<file path="src/rtl/alu_issue_sched.sv">
// Issue scheduler for one shared integer ALU: round-robin grant among requesters,
// gated by a writeback-slot reservation vector and a single non-pipelined divider.
module alu_issue_sched #(
    parameter int N_REQ   = 2,
    parameter int MUL_LAT = 3,
    parameter int DIV_LAT = 16,
    localparam int SEL_W  = (N_REQ > 1) ? $clog2(N_REQ) : 1
) (
    input  logic                  clk,
    input  logic                  rst_n,
    input  logic [N_REQ-1:0]      req_valid,
    input  logic [N_REQ-1:0][4:0] req_microop,
    input  logic [N_REQ-1:0]      req_fast,
    output logic [N_REQ-1:0]      req_grant,
    output logic                  alu_valid,
    output logic [SEL_W-1:0]      alu_sel,
    output logic                  div_busy,
    output logic [DIV_LAT:0]      wb_pending
);

    // Handshake: a requester holds req_valid with stable microop/fast until it sees
    // req_grant high in the same cycle; the operation is consumed at that rising edge.

    localparam int CNT_W = (DIV_LAT > 1) ? $clog2(DIV_LAT) : 1;
    localparam logic [DIV_LAT:0] MUL_SLOT = (DIV_LAT+1)'(1) << (MUL_LAT - 1);
    localparam logic [DIV_LAT:0] DIV_SLOT = (DIV_LAT+1)'(1) << (DIV_LAT - 1);

    typedef enum logic [1:0] {CLS_SINGLE, CLS_MUL, CLS_DIV} op_class_e;
    typedef enum logic {DIV_IDLE, DIV_BUSY} div_state_e;

    op_class_e        op_class [N_REQ];
    logic [N_REQ-1:0] eligible;
    logic [N_REQ-1:0] grant;
    logic [SEL_W-1:0] sel;
    logic             found;
    op_class_e        grant_class;
    logic [SEL_W-1:0] rr_ptr;
    div_state_e       div_state, div_state_nx;
    logic [CNT_W-1:0] div_cnt, div_cnt_nx;

    always_comb begin
        for (int i = 0; i < N_REQ; i++) begin
            op_class[i] = CLS_SINGLE;
            if (req_microop[i] >= 5'd2 && req_microop[i] <= 5'd5)
                op_class[i] = CLS_MUL;
            else if (req_microop[i] >= 5'd6 && req_microop[i] <= 5'd9 && !req_fast[i])
                op_class[i] = CLS_DIV;
            case (op_class[i])
                CLS_MUL: eligible[i] = req_valid[i] && !wb_pending[MUL_LAT];
                CLS_DIV: eligible[i] = req_valid[i] && !wb_pending[DIV_LAT] && !div_busy;
                default: eligible[i] = req_valid[i] && !wb_pending[0];
            endcase
        end
    end

    // Search order starts at rr_ptr and wraps; class never affects priority.
    always_comb begin
        grant       = '0;
        sel         = '0;
        found       = 1'b0;
        grant_class = CLS_SINGLE;
        for (int k = 0; k < N_REQ; k++) begin
            for (int i = 0; i < N_REQ; i++) begin
                if (!found && eligible[i] && i == (int'(rr_ptr) + k) % N_REQ) begin
                    found       = 1'b1;
                    grant[i]    = 1'b1;
                    sel         = SEL_W'(i);
                    grant_class = op_class[i];
                end
            end
        end
        if (!rst_n) begin
            grant = '0;
            sel   = '0;
            found = 1'b0;
        end
    end

    assign req_grant = grant;
    assign alu_valid = found;
    assign alu_sel   = sel;

    always_ff @(posedge clk or negedge rst_n) begin
        if (!rst_n) begin
            rr_ptr     <= '0;
            wb_pending <= '0;
        end else begin
            if (found)
                rr_ptr <= (sel == SEL_W'(N_REQ - 1)) ? '0 : sel + 1'b1;
            wb_pending <= (wb_pending >> 1)
                        | ((found && grant_class == CLS_MUL) ? MUL_SLOT : '0)
                        | ((found && grant_class == CLS_DIV) ? DIV_SLOT : '0);
        end
    end

    always_ff @(posedge clk or negedge rst_n) begin
        if (!rst_n) begin
            div_state <= DIV_IDLE;
            div_cnt   <= '0;
        end else begin
            div_state <= div_state_nx;
            div_cnt   <= div_cnt_nx;
        end
    end

    always_comb begin
        div_state_nx = div_state;
        div_cnt_nx   = div_cnt;
        case (div_state)
            DIV_IDLE: begin
                if (found && grant_class == CLS_DIV) begin
                    div_state_nx = DIV_BUSY;
                    div_cnt_nx   = CNT_W'(DIV_LAT - 1);
                end
            end
            DIV_BUSY: begin
                if (div_cnt == '0)
                    div_state_nx = DIV_IDLE;
                else
                    div_cnt_nx = div_cnt - 1'b1;
            end
            default: div_state_nx = DIV_IDLE;
        endcase
    end

    always_comb begin
        div_busy = (div_state == DIV_BUSY);
    end

endmodule

</file>
<file path="config.mk">
export PLATFORM = sky130hd
export DESIGN_NAME = alu_issue_sched
export DESIGN_NICKNAME = d
export VERILOG_FILES = /design/src/rtl/alu_issue_sched.sv
export SDC_FILE = /design/constraint.sdc
export NUM_CORES = 1
export LEC_CHECK = 0
export BUFFER_PORTS_ARGS = -buffer_cell sky130_fd_sc_hd__buf_2
export CAP_MARGIN = 40
export CORE_MARGIN = 3
export CORE_UTILIZATION = 43
export DETAILED_ROUTE_END_ITERATION = 10
export GPL_ROUTABILITY_DRIVEN = 0
export HOLD_SLACK_MARGIN = 0.06
export PLACE_DENSITY = 0.81
export SLEW_MARGIN = 15
export SYNTH_ARGS = -nofsm -noshare
export SYNTH_HDL_FRONTEND = slang
export SYNTH_SLANG_ARGS = --single-unit
</file>
<file path="constraint.sdc">
create_clock -name clk -period 1.8 [get_ports clk]
set_input_delay 0.18 -clock clk [delete_from_list [all_inputs] [get_ports clk]]
set_output_delay 0.18 -clock clk [all_outputs]
set_load 0.05 [all_outputs]
</file>
==> results of run 1 <==
## layer usage
layer	share of wire, %	global-route usage [%]
met1	39	22.4
met5	0	0
met4	1.7	6.64
met3	4.3	3.00
met2	55	41.1
## state kept, by name (all words and copies together) (netlist names)
signal      cells
wb_pending     16
rr_ptr          1
div_cnt         4
div_busy        1
## worst paths after layout
path,to,startpoint,cells after the start
min in group clk,wb_pending[2],req_valid[0],3
worst max register to register,div_cnt[2],div_busy,7
worst min register to register,wb_pending[10],wb_pending[11],0
max in group asynchronous,wb_pending[15],rst_n,3
worst min-delay path,div_cnt[0],rst_n,2
worst max-delay path,req_grant[0],wb_pending[3],6
## Yosys cell counts
cell        n
inv_1      10
ha_1        2
nand4_2     1
o211ai_2    1
a31oi_1     1
nor3_1      3
nor4b_1     1
a22o_2      1
nand3_1     2
dfrtp_1    22
o21bai_1    1
conb_1      1
nand3b_1    1
nor2b_1     1
o21a_1      1
xnor2_1     3
a31o_2      1
and3_2      2
or2_1       1
o31a_1      2
and3b_2     1
o21ai_1     1
buf_4       1
or3_1       1
o2bb2ai_1   1
and2_1      1
or4_4       1
nand4_1     2
a21oi_1     3
nand2b_1    1
and4_1      1
and3b_1     1
nor3b_2     1
nor2_1      5
a32o_2      1
a2111oi_2   1
nor3b_1     2
or2_2       1
a211o_1     2
o21ai_0     3
nand2_1     3
## cells by family after synthesis
kind of cell	Yosys count	synth area share [%]
other	1	0.366
DFF	22	53.8
adders and majority gates	2	2.44
buffers and inverters	11	4.40
xor gates and xnor gates	3	2.57
AOI/OAI and AO/OA	20	15.4
and+or+nand+nor	33	21.0
## final cells by class
type,count,area (um2),area share (%)
tap,28,35.0,2.21
sequential,22,553,34.9
clock inverter,1,30.0,1.90
clock buffer,3,22.5,1.42
multi-input combinational,59,523,33.0
inverter,10,37.5,2.37
timing repair buffer,56,382,24.1
## timing repair
| action | 4_1_cts | 5_1_grt |
|---|---|---|
| hold buffers | 1 | 0 |
| pin swaps | 7 | 7 |
| gates cloned | 0 | 0 |
| buffers inserted | 7 | 1 |
| endpoints found under the hold margin | 22 | 0 |
| setup endpoints to repair | 11 | 12 |
| gates resized for setup | 17 | 5 |
## stage by stage
stage / setup slack, ns / instance area, um2
finish: -0.294 / 1580
global route: -0.397 / 1580
CTS: -0.318 / 1550
detailed placement: -0.151 / 1370
global placement: -0.106 / 1370
floorplan: -0.144 / 1070
## power groups by stage
stage	clock, mW	sequential [mW]	combinational [mW]
2_1_floorplan	0	0.697	0.271
6_report	0.363	0.619	0.650
4_1_cts	0.371	0.613	0.614
3_3_place_gp	0	0.623	0.486
5_1_grt	0.395	0.628	0.706
3_5_place_dp	0	0.627	0.519
==> qor.yml, run 1 <==
power.internal_mw: 1.07
hold_slack_ns: 0.260
dp_hpwl_mm: 1.94
vias: 956
outcome: "finished with violations"
hold_path_class: "primary input to asynchronous set/reset pin"
cp_slowest_cell: "or4_4"
io_pins: 38
path_clk_slew_ns: 0.11
powerDensity_nw_per_um2: 1030
cts_max_path_buffers: 2
grt_use_total_pct: 21.0
setup_violations: 11
avgRoutedWirePerCell_um: 15.3
slew_viol_final: 0
layout_common_cells: "buf_2, dfrtp_1, buf_4"
synthCells: 92
start_kind: "register"
drt-pass1-iter-count: 4
htree_levels: 1
yosys-top-cells-area: "dfrtp_1, inv_1, xnor2_1, ha_1, nor2_1"
timing.final.crit_period_ns: 2.09
path_buf_inv: 1
fin_skew_ns: 0.00121
fin_ws_ns: -0.294
numClockSinks: 22
yosysTopAreaCell: "dfrtp_1"
syn_nets: 110
swShare_pct: 34.6
grt_max_degree: 18
cp_max_fo: 3
worstSkewPairLatency_ns: 0.30
power_switching_mw: 0.565
viasPerCell: 5.34
p_seq_share_pct: 37.9
ys_ff_latch: 22
drtIter0Drc: 19
rsz0062_at_grt: "yes"
die_x_um: 54.8
end_kind: "output port"
ys_seq_area_share_pct: 53.8
postSynthAreaPerCell_um2: 11.1
crit_path_max_incr_delay_ns: 0.52
fillers: 168
drt.antenna.violating_nets: 0
numCtsBuffers: 3
p_comb_share_pct: 39.8
grt_pass1_vias: 1006
vdd_drop_max_mv: 0.795
syn2layout_area_growth_pct: 54.6
grt_pass1_wl_mm: 4.41
grt_antenna_before_repair: 0
clock_power_share_pct: 22.2
yosysUniqueCellTypes: 41
rrSetupSlack_ns: -0.17
cp_cell_sequence: "or4_4 > o211ai_4 > nand3_2 > a21oi_2 > and2_4 > buf_8"
setup_tns_ns: -2.04
hold_viol: 0
utilization_pct: 70.9
yosys_warnings: 0
die_h_um: 54.8
grt-ovfl-total: 0
final_cells: 179
start_util_pct: 45.8
clockRootBuffer: "clkbuf_4"
cp_top_family: "simple AND/OR/NAND/NOR gates"
drive_gt1_share_pct: 55.0
io_buffers: 34
required_ns: 1.62
total_power_mw: 1.63
syn_area_um2: 1020
cp.arrival_ns: 1.91
drv_cap: 0
timing.final.crit_share_pct: 116
rows: 17
final_nets: 170
final_common_cell: "buf_2"
coreArea_um2: 2230
yosysTopAreaCellShare_pct: 53.8
path_class: "register to output port"
die_area_um2: 3000
wirelength_mm: 2.74
power_leakage_nw: 0.848
drc_errors: 0
violations: "setup timing"
fmax_ghz: 0.477
n_antenna_cell: 0
place_inst: 166
cts_tree: "done"
(Power assumes the default switching activity.)
==> run 2: changes to the inputs <==
--- a/config.mk
+++ b/config.mk
@@ -13,6 +13,7 @@
 export GPL_ROUTABILITY_DRIVEN = 0
 export HOLD_SLACK_MARGIN = 0.06
 export PLACE_DENSITY = 0.81
+export REMOVE_ABC_BUFFERS = 1
 export SLEW_MARGIN = 15
 export SYNTH_ARGS = -nofsm -noshare
 export SYNTH_HDL_FRONTEND = slang
==> constraint.sdc (replaced) <==
create_clock -name clk -period 1.8 [get_ports clk]
set_input_delay 0.18 -clock clk [delete_from_list [all_inputs] [get_ports clk]]
set_output_delay 0.18 -clock clk [all_outputs]
set_load 0.1 [all_outputs]
==> qor.yml, run 2 (same netlist as run 1, synthesis figures left out) <==
outcome: "finished with violations"
violations: "setup timing"
grt_max_degree: 21  # +3
cp_cell_sequence: "or4_4 > o211ai_4 > nand3_2 > a21oi_2 > and2_4 > buf_12"
top_regs: "wb_pending x16, div_cnt x4"
utilization_pct: 67.7  # -3.1 points
topRoutingLayerUsed: "met4"
hold_path_class: "primary input to register"
grt-ovfl-total: 0  # unchanged
met3RoutedLength_um: 145  # +23%
required_ns: 1.62  # about the same
hold_viol: 0  # unchanged
die_h_um: 54.8  # unchanged
hold_slack_ns: 0.196  # -0.0642 ns
multi_input_area_um2: 488  # -6.7%
vdd_drop_max_mv: 1.00  # +26%
final_cells: 172  # -3.9%
htree_levels: 1  # unchanged
fin_ws_ns: -0.367  # -0.0724 ns
grt_antenna_before_repair: 0  # unchanged
start_kind: "register"
drt-pass1-iter-count: 4  # unchanged
cp_slowest_cell: "or4_4"
fmax_ghz: 0.461  # -3.3%
timing.final.crit_share_pct: 120  # +4.0 points
grt_pass1_wl_mm: 3.64  # -17%
fillers: 166  # -1.2%
path_clk_slew_ns: 0.12  # about the same
die_area_um2: 3000  # unchanged
setup_violations: 11  # unchanged
numClockSinks: 22  # unchanged
slew_viol_final: 0  # unchanged
drt-met1-wl_um: 963  # -9.7%
grt_pass1_vias: 868  # -14%
cts_tree: "done"
cts_max_path_buffers: 2  # unchanged
top_register: "wb_pending"
io_buffers: 34  # unchanged
drc_errors: 0  # unchanged
regArea_um2: 551  # -0.45%
rsz0062_at_grt: "yes"
drv_cap: 0  # unchanged
place_inst: 165  # -0.60%
met2_wirelength_mm: 1.32  # -12%
layout_common_cells: "buf_2, dfrtp_1, buf_4"
grt_use_total_pct: 17.4  # -3.6 points
timing.final.crit_period_ns: 2.17  # +0.0724 ns
total_power_mw: 1.66  # +1.7%
rows: 17  # unchanged
io_pins: 38  # unchanged
cp_max_fo: 4  # +1
fin_skew_ns: 0.00552  # +0.00430 ns
crit_path_max_incr_delay_ns: 0.54  # +0.02 ns
path_class: "register to output port"
place_ws_ns: -0.208  # -0.0579 ns
drt.antenna.violating_nets: 0  # unchanged
final_nets: 163  # -4.1%
coreArea_um2: 2230  # unchanged
largest_reg_flops: 16  # unchanged
vias: 903  # -5.5%
viasPerCell: 5.25  # -1.7%
n_antenna_cell: 0  # unchanged
end_kind: "output port"
clockRootBuffer: "clkbuf_4"
avgRoutedWirePerCell_um: 14.4  # -5.8%
drive_gt1_share_pct: 49.3  # -5.7 points
power_leakage_nw: 0.802  # -5.4%
start_util_pct: 45.8  # unchanged
worstSkewPairLatency_ns: 0.30  # about the same
numCtsBuffers: 3  # unchanged
die_x_um: 54.8  # unchanged
wirelength_mm: 2.48  # -9.5%
final_common_cell: "buf_2"
syn2layout_area_growth_pct: 47.8
drtIter0Drc: 10  # -9
powerDensity_nw_per_um2: 1100  # +6.4%
dp_hpwl_mm: 1.85  # -4.4%
cp.arrival_ns: 1.99  # +0.08 ns
-- run 2: stage by stage --
stage | area (um2) | TNS [ns]
final | 1510 | -2.12
after global routing | 1510 | -3.13
after detailed placement | 1370 | -1.46
after floorplan | 1020 | -9.69
after CTS | 1510 | -1.90
after global placement | 1370 | -0.896
-- run 2: timing repair --
action | in CTS | in global routing
hold endpoints to repair | 22 | 0
setup buffers | 2 | 1
pin swaps | 5 | 0
hold buffers | 1 | 0
setup endpoints to repair | 10 | 11
gates resized for setup | 12 | 0
-- run 2: final timing paths --
check,from,end,slack (ns),cells past startpoint
hold reg to reg,wb_pending[10],wb_pending[9],0.38,0
max in group asynchronous,rst_n,wb_pending[10],1.02,3
setup / recovery,wb_pending[3],req_grant[0],-0.37,6
setup reg to reg,wb_pending[3],div_cnt[1],-0.16,5
hold / removal,rst_n,rr_ptr,0.20,2
min in group asynchronous,rst_n,rr_ptr,0.33,2
-- run 2: power breakdown --
group	leakage, nW	switching (mW)	internal, mW
Sequential	0.289	0.0502	0.561
Clock	0.0279	0.140	0.225
Combinational	0.486	0.442	0.241
-- run 2: layout make-up --
class | count | area share [%]
flip-flops and latches | 22 | 36.4
multi-input cells | 59 | 32.3
repair buffers | 49 | 23.1
inverters | 10 | 2.48
well taps | 28 | 2.32
clock inverters | 1 | 1.99
clock buffers | 3 | 1.49
-- run 2: routing by layer --
metal / up-vias / track usage (%)
met5: - / 0
met4: 0 / 6.22
met3: 4 / 4.90
met2: 26 / 32.5
met1: 439 / 18.1
li1: 434 / -
-- run 2: critical path, delay by kind of cell (launching register included) --
family / cells / cell delay [ns]
DFF: 1 / 0.45
and+or+nand+nor: 3 / 0.82
buffers and inverters: 1 / 0.16
AOI/OAI and AO/OA: 2 / 0.24
